## src/rtl/porta_ctrl_scan_seq.sv

```systemverilog
// rtl/porta_ctrl_scan_seq.sv - hand-controller port select sequencer, debouncer and snapshot reader
//
// Ports:
//   clk, rst           system clock, asynchronous active-high reset
//   mode_kp_wr         1-cycle strobe selecting keypad mode
//   mode_js_wr         1-cycle strobe selecting joystick mode (wins over mode_kp_wr)
//   rd_req, rd_sel     1-cycle read request and controller select (0=ctrl1, 1=ctrl2)
//   c1_in, c2_in       raw active-low controller pins, asynchronous to clk
//   kp_sel_n, js_sel_n active-low common selects, exactly one low at a time
//   rd_data, rd_ack    formatted snapshot byte, valid for the single ack cycle
//   chg_p              1-cycle pulse after any snapshot bit commits
//   scanning           high while inputs are being debounced into snapshots
module porta_ctrl_scan_seq #(
  parameter int SETTLE_CYCLES = 64,
  parameter int DEBOUNCE_CNT  = 4,
  parameter int CNT_W         = 8
) (
  input  logic       clk,
  input  logic       rst,
  input  logic       mode_kp_wr,
  input  logic       mode_js_wr,
  input  logic       rd_req,
  input  logic       rd_sel,
  input  logic [5:0] c1_in,
  input  logic [5:0] c2_in,
  output logic       kp_sel_n,
  output logic       js_sel_n,
  output logic [7:0] rd_data,
  output logic       rd_ack,
  output logic       chg_p,
  output logic       scanning
);

  typedef enum logic {ST_SETTLE, ST_SCAN} state_t;

  localparam logic MODE_JS = 1'b0;
  localparam logic MODE_KP = 1'b1;
  localparam logic [CNT_W-1:0] SETTLE_LAST = CNT_W'(SETTLE_CYCLES - 1);
  localparam logic [CNT_W-1:0] DB_LAST     = CNT_W'(DEBOUNCE_CNT - 1);

  state_t                        state;
  logic                          mode;
  logic [CNT_W-1:0]              settle_cnt;
  logic [1:0][5:0]               sync1;
  logic [1:0][5:0]               sync2;
  // snap[mode][ctrl]
  logic [1:0][1:0][5:0]          snap;
  // db_cnt[ctrl][bit], shared by both modes because a mode change clears it
  logic [1:0][5:0][CNT_W-1:0]    db_cnt;

  logic                          new_mode;
  logic                          want_change;
  logic [1:0][5:0][CNT_W-1:0]    db_cnt_nxt;
  logic [1:0][5:0]               snap_cur_nxt;
  logic                          any_commit;

  function automatic logic [7:0] fmt(input logic [5:0] v);
    fmt = {1'b0, v[5], v[4], 1'b1, v[3:0]};
  endfunction

  // JS is checked first so it wins when both strobes arrive together;
  // a strobe for the mode already selected leaves new_mode == mode.
  always_comb begin
    new_mode = mode;
    if (mode_js_wr)
      new_mode = MODE_JS;
    else if (mode_kp_wr)
      new_mode = MODE_KP;
    want_change = (new_mode != mode);
  end

  // Per-bit debounce against the current mode's snapshot. A bit commits on
  // the DEBOUNCE_CNT-th consecutive synchronised sample that disagrees.
  always_comb begin
    db_cnt_nxt   = db_cnt;
    snap_cur_nxt = snap[mode];
    any_commit   = 1'b0;
    for (int c = 0; c < 2; c++) begin
      for (int b = 0; b < 6; b++) begin
        if (sync2[c][b] == snap[mode][c][b]) begin
          db_cnt_nxt[c][b] = '0;
        end else if (db_cnt[c][b] >= DB_LAST) begin
          snap_cur_nxt[c][b] = sync2[c][b];
          db_cnt_nxt[c][b]   = '0;
          any_commit         = 1'b1;
        end else begin
          db_cnt_nxt[c][b] = db_cnt[c][b] + CNT_W'(1);
        end
      end
    end
  end

  always_ff @(posedge clk or posedge rst) begin
    if (rst) begin
      state      <= ST_SETTLE;
      mode       <= MODE_JS;
      js_sel_n   <= 1'b0;
      kp_sel_n   <= 1'b1;
      settle_cnt <= '0;
      db_cnt     <= '0;
      sync1      <= {2{6'h3F}};
      sync2      <= {2{6'h3F}};
      snap       <= {4{6'h3F}};
      rd_data    <= 8'h00;
      rd_ack     <= 1'b0;
      chg_p      <= 1'b0;
      scanning   <= 1'b0;
    end else begin
      sync1 <= {c2_in, c1_in};
      sync2 <= sync1;

      // Reads use the registered snapshot, so a commit on the same edge is
      // not visible until the following read.
      rd_ack  <= rd_req;
      rd_data <= rd_req ? fmt(snap[mode][rd_sel]) : 8'h00;

      chg_p <= 1'b0;

      if (want_change) begin
        mode       <= new_mode;
        js_sel_n   <= (new_mode == MODE_KP);
        kp_sel_n   <= (new_mode == MODE_JS);
        settle_cnt <= '0;
        db_cnt     <= '0;
        state      <= ST_SETTLE;
        scanning   <= 1'b0;
      end else if (state == ST_SETTLE) begin
        if (settle_cnt >= SETTLE_LAST) begin
          state    <= ST_SCAN;
          scanning <= 1'b1;
        end else begin
          settle_cnt <= settle_cnt + CNT_W'(1);
        end
      end else begin
        db_cnt     <= db_cnt_nxt;
        snap[mode] <= snap_cur_nxt;
        chg_p      <= any_commit;
      end
    end
  end

endmodule

```

## config.mk

```make
export PLATFORM = sky130hd
export DESIGN_NAME = porta_ctrl_scan_seq
export DESIGN_NICKNAME = d
export VERILOG_FILES = /design/src/rtl/porta_ctrl_scan_seq.sv
export SDC_FILE = /design/constraint.sdc
export NUM_CORES = 1
export LEC_CHECK = 0
export BUFFER_PORTS_ARGS = -buffer_cell sky130_fd_sc_hd__buf_2
export CELL_PAD_IN_SITES_DETAIL_PLACEMENT = 1
export CELL_PAD_IN_SITES_GLOBAL_PLACEMENT = 1
export CORE_MARGIN = 1
export CORE_UTILIZATION = 39
export CTS_CLUSTER_SIZE = 8
export DETAILED_ROUTE_END_ITERATION = 7
export GPL_TIMING_DRIVEN = 0
export PLACE_DENSITY_LB_ADDON = 0.1
export RECOVER_POWER = 25
export SLEW_MARGIN = 10
export SYNTH_ARGS = -nofsm -noshare
export SYNTH_HDL_FRONTEND = slang
export SYNTH_SLANG_ARGS = --single-unit
export TNS_END_PERCENT = 20
```

## constraint.sdc

```tcl
create_clock -name clk -period 4.5 [get_ports clk]
set_clock_uncertainty 0.1 [all_clocks]
set_input_delay 0 -clock clk [delete_from_list [all_inputs] [get_ports clk]]
set_output_delay 0 -clock clk [all_outputs]
set_load 0.02 [all_outputs]
```

Word-level counts from Yosys, hierarchy flattened
Cells that the tools add are included.

operators by class
  $add $sub $neg = 13
  $lt $le $gt $ge = 16
  eq/ne operators = 15
  multiplexer cells = 95
  bitwise logic cells = 2
  reduce and logical (&&, ||, !) cells = 6

operators by type and width
  kind                                                                           count
  8-bit two-way mux                                                              27
  96-bit two-way mux                                                             2
  8-bit by 1-bit adder with 8-bit output (second input constant)                 13
  8-bit by 2-bit >= comparator with 1-bit output (second input constant)         12
  1-bit two-way mux                                                              58
  12-bit two-way mux                                                             3
  24-bit bitwise mux                                                             1
  12-bit demux with 1-bit select                                                 1
  1-bit == test                                                                  12
  6-bit two-way mux                                                              2
  8-bit by 6-bit >= comparator with 1-bit output (second input constant)         1
  7-bit two-way mux                                                              1
  2-bit AND reduction                                                            3
  1-bit by 2-bit less-than comparator with 1-bit output (second input constant)  2
  2-bit nonzero test                                                             2
  2-bit by 1-bit != test with 1-bit output (second input constant)               1
  2-bit != test (second input constant)                                          1
  1-bit inverter                                                                 2
  1-bit >= comparator (second input constant)                                    1
  1-bit logical AND                                                              1
  1-bit != test                                                                  1

word-level totals
  register bits = 165
  input bits = 18
  output and inout bits = 13
  logic and storage cells = 175

Longest topological paths before layout
Gate-level depths: netlist (run 1).

  depth after elaboration = 28
  gate-level depth with buffers = 7

Worst setup path before layout (run 1)
OpenSTA, ideal clock, no wires.

  kind = register to register
  start = reg db_cnt[88] (netlist bit)
  end = reg chg_p
  library setup time = 0.138 ns
  arrival time = 1.683 ns
  setup slack = 2.580 ns
  stages on the path, launching flop included = 7
  path buffers = 0
  cells stage by stage = dfrtp_1 > ha_1 > or4_4 > nor4_4 > o22ai_1 > nor4_1 > a211oi_1

on the way
  longest elaborated chain between the ends = 5

ends and longest elaborated chain
  item                                            line  RTL
  from (decl)                                     49    logic [1:0][5:0][CNT_W-1:0] db_cnt;
  from (signal assigned)                          135   db_cnt <= db_cnt_nxt;
  8-bit by 2-bit >= comparator with 1-bit output  82    end else if (db_cnt[c][b] >= DB_LAST) begin
  1-bit two-way mux                               82
  1-bit two-way mux                               80    if (sync2[c][b] == snap[mode][c][b]) begin
  1-bit two-way mux                               127   end else if (state == ST_SETTLE) begin
  1-bit two-way mux                               119   if (want_change) begin
  to (signal assigned)                            137   chg_p <= any_commit;
  to (decl)                                       30    output logic chg_p,

No other way between the ends.
A chain may end at the register's enable or synchronous reset.

Worst setup path in the final report (run 1)
Same ends and word-level chain as after synthesis.

==> summary.txt, run 1 <==
Seq/Total Area, Yosys -> 61.6%
Diodes inserted -> 0
Final std cells w/o fill -> 814
Final Hold Viols -> 0
Syn Area/Cell -> 13.1 µm²
Iteration-0 DRC Markers -> 138
Post-Syn Area -> 6760 µm²
RSZ-0062 raised after global routing -> no
Fin area -> 7910 µm²
Placed cell count -> 765
Crit-path max FO -> 4
Metal3 WL -> 352 µm
Layout cells sized above 1 -> 22.9%
Slew Limit Headroom -> -64.6%
Clock share of power -> 43.6%
Die span in y -> 134 µm
Yosys warns -> 0
PD cells -> 385 nW/µm²
Vias in the first global route -> 4539
Initial Util -> 40.3%
WHS Path Cells -> 2
I/O pin count -> 31
Fin nets -> 612
Combinational share of power -> 5.5%
Fraction of registers with async set/reset -> 100%
Psw -> 0.000725 W
Routability cong. -> 0.724
Post-synth EDFFs -> 0
GRT Total Usage -> 18.2%
Max cap viols -> 1
DRC Markers -> 0
Met1 WL -> 6.50 mm
Clock slew at reported path FFs -> 0.06 ns
CTS tree -> yes
Die W -> 134 µm
Critical setup path kind -> register to register
Initial antenna violation count -> 0
Mux cell area share after synthesis -> 7.92%
CP cell instances -> ha_1, or4_4, nor4_4, o22ai_1, nor4_1, a211oi_1
Core Area -> 16800 µm²
Met2 routed WL -> 7.30 mm
Worst Reg-to-Reg Cells -> 6
TritonCTS buffer count -> 17
Row Count -> 47
Setup crit end kind -> register
IO Port Bufs -> 28
Vias -> 4034
Count leader, synth -> dfrtp_1
Post-cts resize count -> 0
Synthesized Nets -> 547
Setup bufs post-CTS -> 0
Drt pass-1 iters -> 4
Fin crit share -> 51.1%
CTS Hold Buffers Added -> 17
Drt wl/cell -> 17.6 µm
Fmax -> 435 MHz
Hold WC Path Type -> input pin to register
# setup viols final -> 0
H-Tree Level Count -> 4
Mapped Cells -> 516
Drt via density -> 4.96
Worst slew pin tran -> 2.45 ns
Slew Limit Fails -> 56
Leakage -> 3.66 nW
Yosys top cell by area -> dfrtp_1
Detailed Route WL -> 14.3 mm
Largest net degree at the start of global routing -> 110
CTS Root Cell -> clkbuf_16
Synth unique cells -> 38
Top post-synthesis cells by area -> dfrtp_1 43%, dfstp_2 19%, and2_1 7.2%
Worst path slowest cell -> or4_4
Clock Latency Late Sink -> 0.42 ns
Synth Register Bits -> 164
Top_reg_cell synth -> dfrtp_1
Min Tclk post-route -> 2.30 ns
Synth Area in Adders -> 2.41%
Combinational family with the most area after synthesis -> simple AND/OR/NAND/NOR gates
Remaining global-route overflow -> 0
Post-Synth XOR/XNOR Area -> 2.20%
Startpoint Class -> register
Reg power frac -> 50.9%
Status -> finished, violations left
DR top layer -> met4
First-pass GRT wire length -> 24.4 mm
Clk sink count -> 164
Required time worst endpoint -> 4.67 ns
Synth Area in Simple Gates -> 20.6%
Compound-Gate Fraction of Synth Area -> 3.15%
Detail Placement HPWL -> 9.97 mm
CTS Buffer Depth -> 2
DP Area -> 7210 µm²
Critical Path Max Stage Delay -> 0.49 ns
Net Sw Frac -> 23.8%
Area Overhead vs Synth -> 17.0%
Detail Route Antenna Nets -> 0
Failing checks -> max-capacitance violations, max-slew violations
Top cells by count, synth -> 115 x dfrtp_1, 78 x and2_1, 49 x dfstp_2
Worst EP arrival -> 2.47 ns
Worst vdd rail ir drop -> 268 µV
Pint -> 0.00232 W
Die ar. -> 17900 µm²
Top cell type's share of synthesized area -> 42.6%
==> cell families after synthesis <==
kind of cell,count (synthesis)
AO/OA/AOI/OAI,35
XOR/XNOR,17
adder cells (fa/ha/maj),13
buffers and inverters,27
flip-flops,164
multiplexers,43
other,1
AND/OR/NAND/NOR,216
==> placed cells by master (no fill, tap or decap), types with 13 or more instances in the layout <==
cell type / n
a21oi_1: 25
and2_1: 78
buf_2: 25
clkbuf_1: 24
clkbuf_16: 17
dfrtp_1: 115
dfstp_2: 49
dlygate4sd3_1: 17
ha_1: 13
mux2_1: 24
mux2i_1: 13
nand2_1: 27
nand3b_1: 14
nor2_1: 40
xor2_1: 16
==> path summary, 6_finish.rpt <==
kind                            start    endpoint  slack (ns)
min                          c2_in[2]    sync1[8]        0.12
max reg2reg                db_cnt[88]       chg_p        2.20
max in group asynchronous         rst  db_cnt[59]        2.27
max                        db_cnt[88]       chg_p        2.20
min in group asynchronous         rst  db_cnt[85]        0.71
min reg2reg                  sync1[2]    sync2[2]        0.25
==> registers in the layout (all words and copies together), names as in the netlist <==
| register | cells |
|---|---|
| chg_p | 1 |
| db_cnt | 96 |
| kp_sel_n | 1 |
| mode | 1 |
| rd_data | 7 |
| scanning | 1 |
| settle_cnt | 8 |
| snap | 24 |
| state | 1 |
| sync1 | 12 |
| sync2 | 12 |
==> through the flow <==
step | utilization (%) | hold slack (ns) | worst slack (ns) | total power [W] | setup TNS (ns)
4_1_cts | 47.3 | 0.0421 | 2.16 | 0.00309 | 0
5_1_grt | 47.2 | 0.0949 | 1.84 | 0.00317 | 0
3_5_place_dp | 43.0 | -0.0524 | 2.18 | 0.00174 | 0
3_3_place_gp | 42.8 | 0.00463 | -1.65 | 0.00173 | -187.70
6_report | 47.2 | 0.117 | 2.20 | 0.00305 | 0
2_1_floorplan | - | -0.0955 | 0.0478 | 0.00168 | 0
==> critical path: cells and delay by family, from the launching register on <==
| family | cells | cell delay (ns) |
|---|---|---|
| AO/OA/AOI/OAI | 2 | 0.32 |
| adder cells (fa/ha/maj) | 1 | 0.22 |
| flip-flops | 1 | 0.41 |
| AND/OR/NAND/NOR | 3 | 1.10 |
==> final cells by class <==
type | instances | area (µm²)
clock buffers | 22 | 464
repair buffers | 46 | 330
fillers | 1751 | 8850
plain buffers | 23 | 114
multi-input cells | 325 | 2460
inverters | 4 | 23.8
flip-flops and latches | 164 | 4170
clock inverters | 10 | 77.6
well taps | 220 | 275
==> power groups by stage <==
stage	Sequential, W	Combinational, W	Clock, W
2_1_floorplan	0.00157	0.000103	0
3_3_place_gp	0.00157	0.000153	0
3_5_place_dp	0.00158	0.000164	0
4_1_cts	0.00155	0.000176	0.00136
5_1_grt	0.00156	0.000193	0.00142
6_report	0.00155	0.000169	0.00133
==> metal layers <==
| layer | vias up | GRT usage, % |
|---|---|---|
| li1 | 1870 | - |
| met1 | 2112 | 23.6 |
| met2 | 40 | 30.3 |
| met3 | 12 | 4.30 |
| met4 | 0 | 5.30 |
| met5 | - | 0 |
Note: power is estimated with default switching activity, not from simulation.
==> inputs of run 2 (changes only) <==
==> constraint.sdc (replaced) <==
create_clock -name clk -period 2.3 [get_ports clk]
set_clock_uncertainty 0.1 [all_clocks]
set_input_delay 0 -clock clk [delete_from_list [all_inputs] [get_ports clk]]
set_output_delay 0 -clock clk [all_outputs]
set_load 0.02 [all_outputs]
==> run 2 against run 1 <==
The run now ends clean. Global-route usage is 0.30 points higher. Die area stayed put. Power is 100% higher. Register-to-register slack worse by 2.2 ns. Sequential share of layout area is 0.89 points lower. Worst setup slack worse by 2.2 ns. Cell count is 0.98% higher. Hold slack worse by 0.026 ns. Non-clock buffer count is 8 higher. First-iteration DRC count is 6.5% higher. Core utilization is 0.81 points higher. Sequential power is 96% higher. Highest routed layer unchanged.
==> summary.txt, run 2 (synthesis results as in run 1) <==
RSZ-0062 raised after global routing -> yes (was no)
RR Startpoint -> db_cnt[8] (was db_cnt[88])
Reg-to-Reg End -> chg_p (unchanged)
Vias in the first global route -> 4658 (was 4539)
PD cells -> 769 nW/µm² (was 385 nW/µm²)
Initial antenna violation count -> 0 (unchanged)
GR peak layer -> met2 (unchanged)
Clock Latency Late Sink -> 0.43 ns (was 0.42 ns)
Top flop regs -> db_cnt x96, snap x24 (unchanged)
Worst Setup SP -> db_cnt[8] (was db_cnt[88])
Required time worst endpoint -> 2.48 ns (was 4.67 ns)
Detail Route Antenna Nets -> 0 (unchanged)
Vias -> 4104 (was 4034)
Drt via density -> 4.99 (was 4.96)
Total Power -> 0.00619 W (was 0.00305 W)
Drt wl/cell -> 17.7 µm (was 17.6 µm)
Hold_ws -> 0.0911 ns (was 0.117 ns)
Diodes inserted -> 0 (unchanged)
Most frequent cells in the layout -> 115 x dfrtp_1, 78 x and2_1, 48 x dfstp_2 (was 115 x dfrtp_1, 78 x and2_1, 49 x dfstp_2)
Layout cells sized above 1 -> 25.9% (was 22.9%)
Number of fill cells -> 1736 (was 1751)
Crit-path max FO -> 3 (was 4)
Core Area -> 16800 µm² (unchanged)
Iteration-0 DRC Markers -> 147 (was 138)
Detailed Route WL -> 14.6 mm (was 14.3 mm)
Area Overhead vs Synth -> 19.0% (was 17.0%)
Leakage -> 3.78 nW (was 3.66 nW)
Worst path slowest cell -> or4_1 (was or4_4)
Met3 Usage GRT -> 4.41% (was 4.30%)
Clk sink count -> 164 (unchanged)
CP endpoint -> chg_p (unchanged)
Die ar. -> 17900 µm² (unchanged)
Largest Register -> db_cnt (unchanged)
Met2 usage -> 30.6% (was 30.3%)
Max cap viols -> 0 (was 1)
Max reg flops -> 96 (unchanged)
Fin nets -> 620 (was 612)
Drt pass-1 iters -> 4 (unchanged)
Util after Layout -> 48.0% (was 47.2%)
Fmax -> 443 MHz (was 435 MHz)
Detail Placement HPWL -> 10.2 mm (was 9.97 mm)
TNS Setup -> 0 ns (unchanged)
Status -> finished clean (was finished, violations left)
DRC Markers -> 0 (unchanged)
CTS Root Cell -> clkbuf_16 (unchanged)
Worst Reg-to-Reg Cells -> 6 (unchanged)
Pre-CTS worst setup slack -> -0.0705 ns (was 2.18 ns)
Die W -> 134 µm (unchanged)
Initial Util -> 40.3% (unchanged)
Row Count -> 47 (unchanged)
Worst vdd rail ir drop -> 517 µV (was 268 µV)
Critical Path Max Stage Delay -> 0.45 ns (was 0.49 ns)
R2R setup slack -> 0.04 ns (was 2.20 ns)
I/O pin count -> 31 (unchanged)
Slew Limit Headroom -> 36.0% (was -64.6%)
GRT Total Usage -> 18.5% (was 18.2%)
CTS Buffer Depth -> 2 (unchanged)
Remaining global-route overflow -> 0 (unchanged)
Setup crit end kind -> register (unchanged)
Min Tclk post-route -> 2.26 ns (was 2.30 ns)
H-Tree Level Count -> 4 (unchanged)
Fin crit share -> 98.2% (was 51.1%)
Routability cong. -> 0.723 (was 0.724)
Routing usage on met1 -> 23.8% (was 23.6%)
Fin worst setup slack -> 0.0414 ns (was 2.20 ns)
Commonest non-fill, non-tap cell in the layout -> dfrtp_1 (unchanged)
IO Port Bufs -> 28 (unchanged)
Worst slew pin tran -> 0.960 ns (was 2.45 ns)
Final Hold Viols -> 0 (unchanged)
Critical setup path kind -> register to register (unchanged)
# setup viols final -> 0 (unchanged)
First-pass GRT wire length -> 24.9 mm (was 24.4 mm)
CP cell instances -> ha_1, or4_1, nor4_4, o22ai_1, nor4_2, a211oi_2 (was ha_1, or4_4, nor4_4, o22ai_1, nor4_1, a211oi_1)
Slew Limit Fails -> 0 (was 56)
Hold WC Path Type -> input pin to async pin (was input pin to register)
Largest net degree at the start of global routing -> 41 (was 110)
TritonCTS buffer count -> 17 (unchanged)
Startpoint Class -> register (unchanged)
Worst EP arrival -> 2.44 ns (was 2.47 ns)
CTS tree -> yes (unchanged)
Die span in y -> 134 µm (unchanged)
Clock slew at reported path FFs -> 0.07 ns (was 0.06 ns)
run 2: changes by cell type in the layout (fill, tap and decap cells not counted), moves of 2 or more:
cell / delta
clkbuf_2: +4
clkinvlp_4: -5
buf_4: +5
clkbuf_1: -9
buf_2: +5
buf_12: +2
inv_4: +3
run 2: through the flow:
| step | area, µm² | std cells |
|---|---|---|
| 3_3_place_gp | 7180 | 764 |
| 3_5_place_dp | 7260 | 768 |
| 6_report | 8040 | 822 |
| 2_1_floorplan | 6760 | 516 |
| 4_1_cts | 8050 | 818 |
| 5_1_grt | 8040 | 822 |
run 2: cell type report:
cell class	instances	area, µm²	share of cell area [%]
plain buffers	23	116	1.45
multi-input cells	325	2480	30.8
clock inverters	10	93.8	1.17
inverters	4	23.8	0.296
repair buffers	54	397	4.93
well taps	220	275	3.42
flip-flops and latches	164	4170	51.8
clock buffers	22	495	6.16
run 2: worst min-delay path by stage:
| stage | from | end | depth (start not counted) |
|---|---|---|---|
| floorplan | c1_in[0] | sync1[0] | 0 |
| global placement | c1_in[0] | sync1[0] | 1 |
| detailed placement | rst | db_cnt[82] | 2 |
| CTS | rst | db_cnt[86] | 3 |
| global route | c1_in[4] | sync1[4] | 2 |
| finish | rst | db_cnt[85] | 3 |
run 2: where the power goes:
group	internal (W)	leakage [nW]	switching, W
Combinational	0.000122	1.37	0.000216
Sequential	0.00298	2.11	0.0000558
Clock	0.00165	0.297	0.00116
run 2: worst max-delay path, delay by kind of cell, from the launching register on:
kind / cells / cell delay (ns)
compound gates: 2 / 0.28
fa+ha+maj: 1 / 0.21
simple gates: 3 / 1.10
flops: 1 / 0.41
run 2: repair_timing:
item,4_1_cts,5_1_grt
gates resized for setup,6,0
hold endpoints to repair,88,0
hold buffers,17,0
pin swaps,2,5
setup buffers,1,4
setup endpoints to repair,12,11
run 2: routing by layer:
layer  vias to the layer above  wire length (µm)
li1                       1900                 -
met1                      2147              6800
met2                        45              7240
met3                        12               359
met4                         0               156
met5                         -                 0
==> inputs of run 3 (changes only) <==
==> constraint.sdc (replaced) <==
create_clock -name clk -period 2.2 [get_ports clk]
set_clock_uncertainty 0.1 [all_clocks]
set_input_delay 0 -clock clk [delete_from_list [all_inputs] [get_ports clk]]
set_output_delay 0 -clock clk [all_outputs]
set_load 0.02 [all_outputs]
==> run 3 against run 2 <==
The run now ends with negative setup slack left. Sequential cell count is the same. Hold slack gained 0.0021 ns. Clock power grew 4%. Largest cell class unchanged. Largest power group unchanged. Critical path type unchanged. Sequential share of layout area shrank 0.63 points. Cell count grew 0.36%. First-iteration DRC count grew 12%. Core utilization grew 0.59 points. Global-route usage is essentially flat. Power grew 4.6%.
==> summary.txt, run 3 (synthesis results as in run 1) <==
Status -> finished, violations left (was finished clean)
Failing checks -> negative setup slack
Final Hold Viols -> 0 (unchanged)
Detail Route Antenna Nets -> 0 (unchanged)
PD cells -> 795 nW/µm² (was 769 nW/µm²)
First-pass GRT wire length -> 24.8 mm (was 24.9 mm)
# setup viols final -> 1 (was 0)
Drt wl/cell -> 17.8 µm (was 17.7 µm)
Fin area -> 8140 µm² (was 8040 µm²)
Crit-path max FO -> 3 (unchanged)
Clock Latency Late Sink -> 0.43 ns (about the same)
Detail Placement HPWL -> 10.2 mm (unchanged)
Required time worst endpoint -> 2.38 ns (was 2.48 ns)
Die ar. -> 17900 µm² (unchanged)
Worst slew pin tran -> 0.963 ns (was 0.960 ns)
Diodes inserted -> 0 (unchanged)
I/O pin count -> 31 (unchanged)
Critical setup path kind -> register to register (unchanged)
Worst path slowest cell -> or4_4 (was or4_1)
Most frequent cells in the layout -> 115 x dfrtp_1, 78 x and2_1, 48 x dfstp_2 (unchanged)
CTS Root Cell -> clkbuf_16 (unchanged)
Largest net degree at the start of global routing -> 41 (unchanged)
DRC Markers -> 0 (unchanged)
Max reg flops -> 96 (unchanged)
Area Overhead vs Synth -> 20.5% (was 19.0%)
Commonest non-fill, non-tap cell in the layout -> dfrtp_1 (unchanged)
Routability cong. -> 0.723 (unchanged)
H-Tree Level Count -> 4 (unchanged)
Drt pass-1 iters -> 4 (unchanged)
CTS tree -> yes (unchanged)
Setup crit end kind -> register (unchanged)
Clock slew at reported path FFs -> 0.07 ns (about the same)
WP buf/inv -> 0 (unchanged)
Remaining global-route overflow -> 0 (unchanged)
Reg power frac -> 49.1% (about the same)
TritonCTS buffer count -> 17 (unchanged)
Fmax -> 448 MHz (was 443 MHz)
Worst EP arrival -> 2.41 ns (was 2.44 ns)
DP Area -> 7260 µm² (unchanged)
CP cell instances -> ha_2, or4_4, nor4_4, o22ai_2, nor4_2, a211oi_2 (was ha_1, or4_1, nor4_4, o22ai_1, nor4_2, a211oi_2)
Row Count -> 47 (unchanged)
Number of fill cells -> 1728 (was 1736)
CTS Buffer Depth -> 2 (unchanged)
Die W -> 134 µm (unchanged)
Core Area -> 16800 µm² (unchanged)
Combinational share of power -> 5.6% (was 5.5%)
Initial Util -> 40.3% (unchanged)
Pre-CTS worst setup slack -> -0.171 ns (was -0.0705 ns)
Fin nets -> 623 (was 620)
Startpoint Class -> register (unchanged)
Min Tclk post-route -> 2.23 ns (was 2.26 ns)
Net Sw Frac -> 23.2% (about the same)
Iteration-0 DRC Markers -> 164 (was 147)
Worst vdd rail ir drop -> 536 µV (was 517 µV)
Detailed Route WL -> 14.6 mm (about the same)
Crit path max-delay family -> simple AND/OR/NAND/NOR gates (unchanged)
Layout cells sized above 1 -> 28.9% (was 25.9%)
Drt via density -> 5.00 (was 4.99)
IO Port Bufs -> 28 (unchanged)
Pint -> 0.00497 W (was 0.00475 W)
Die span in y -> 134 µm (unchanged)
Fin crit share -> 101% (was 98.2%)
Critical Path Max Stage Delay -> 0.43 ns (was 0.45 ns)
Psw -> 0.00150 W (was 0.00144 W)
Hold WC Path Type -> input pin to async pin (unchanged)
Clock share of power -> 45.3% (was 45.4%)
GRT Total Usage -> 18.5% (about the same)
Initial antenna violation count -> 0 (unchanged)
Fin worst setup slack -> -0.0323 ns (was 0.0414 ns)
RSZ-0062 raised after global routing -> yes (unchanged)
Largest Register -> db_cnt (unchanged)
Clk sink count -> 164 (unchanged)
Slew Limit Headroom -> 35.8% (was 36.0%)
Max cap viols -> 0 (unchanged)
Vias -> 4125 (was 4104)
Top flop regs -> db_cnt x96, snap x24 (unchanged)
Leakage -> 3.82 nW (was 3.78 nW)
Vias in the first global route -> 4656 (was 4658)
Slew Limit Fails -> 0 (unchanged)
run 3: metal layers:
metal	wire length (µm)	vias to the layer above	part of all wire [%]	track usage, %
li1	-	1905	-	-
met1	6810	2158	46	23.8
met2	7250	48	50	30.6
met3	430	14	2.9	4.41
met4	161	0	1.1	6.06
met5	0	-	0	0
run 3: timing repair:
action                                 CTS  global route
hold buffers                            17             0
gates cloned                             0             0
endpoints found under the hold margin   88             0
buffers inserted                         1             7
pin swaps                                4            11
setup endpoints to repair               21            86
resized for setup                        8            19
run 3: final timing paths:
| kind | start | endpoint | cells past startpoint | slack, ns |
|---|---|---|---|---|
| min in group clk | c1_in[4] | sync1[4] | 2 | 0.11 |
| min | rst | db_cnt[85] | 3 | 0.09 |
| min reg2reg | sync1[9] | sync2[9] | 0 | 0.26 |
| max | db_cnt[8] | chg_p | 6 | -0.03 |
| max reg2reg | db_cnt[8] | chg_p | 6 | -0.03 |
| max in group asynchronous | rst | snap[18] | 5 | 0.35 |
run 3: layout make-up:
class | count | area, µm² | share of cell area [%]
plain buffers | 23 | 118 | 1.44
clock buffers | 22 | 495 | 6.08
clock inverters | 10 | 93.8 | 1.15
inverters | 4 | 23.8 | 0.292
multi-input cells | 325 | 2550 | 31.3
flip-flops and latches | 164 | 4170 | 51.2
well taps | 220 | 275 | 3.38
repair buffers | 57 | 423 | 5.19
run 3: worst min-delay path, cell delays in order:
cell and delay, ns:
dlygate4sd3_1 0.53, buf_2 0.12, clkinvlp_2 0.43
run 3: metrics by stage:
stage          utilization [%]  instances  power (W)  hold slack (ns)  setup TNS (ns)
6_report                  48.6        825    0.00647           0.0931         -0.0323
5_1_grt                   48.6        825    0.00672           0.0906           -5.22
4_1_cts                   48.1        818    0.00657           0.0200         -0.0943
3_5_place_dp              43.3        768    0.00357          -0.0721           -1.85
3_3_place_gp              42.8        764    0.00354          0.00475         -111.19
2_1_floorplan                -        516    0.00343          -0.0955               0
run 3: power by group through the flow:
stage	sequential, W	clock, W	combinational, W
2_1_floorplan	0.00322	0	0.000211
3_3_place_gp	0.00322	0	0.000315
3_5_place_dp	0.00322	0	0.000345
4_1_cts	0.00317	0.00302	0.000373
5_1_grt	0.00318	0.00313	0.000409
6_report	0.00317	0.00293	0.000363
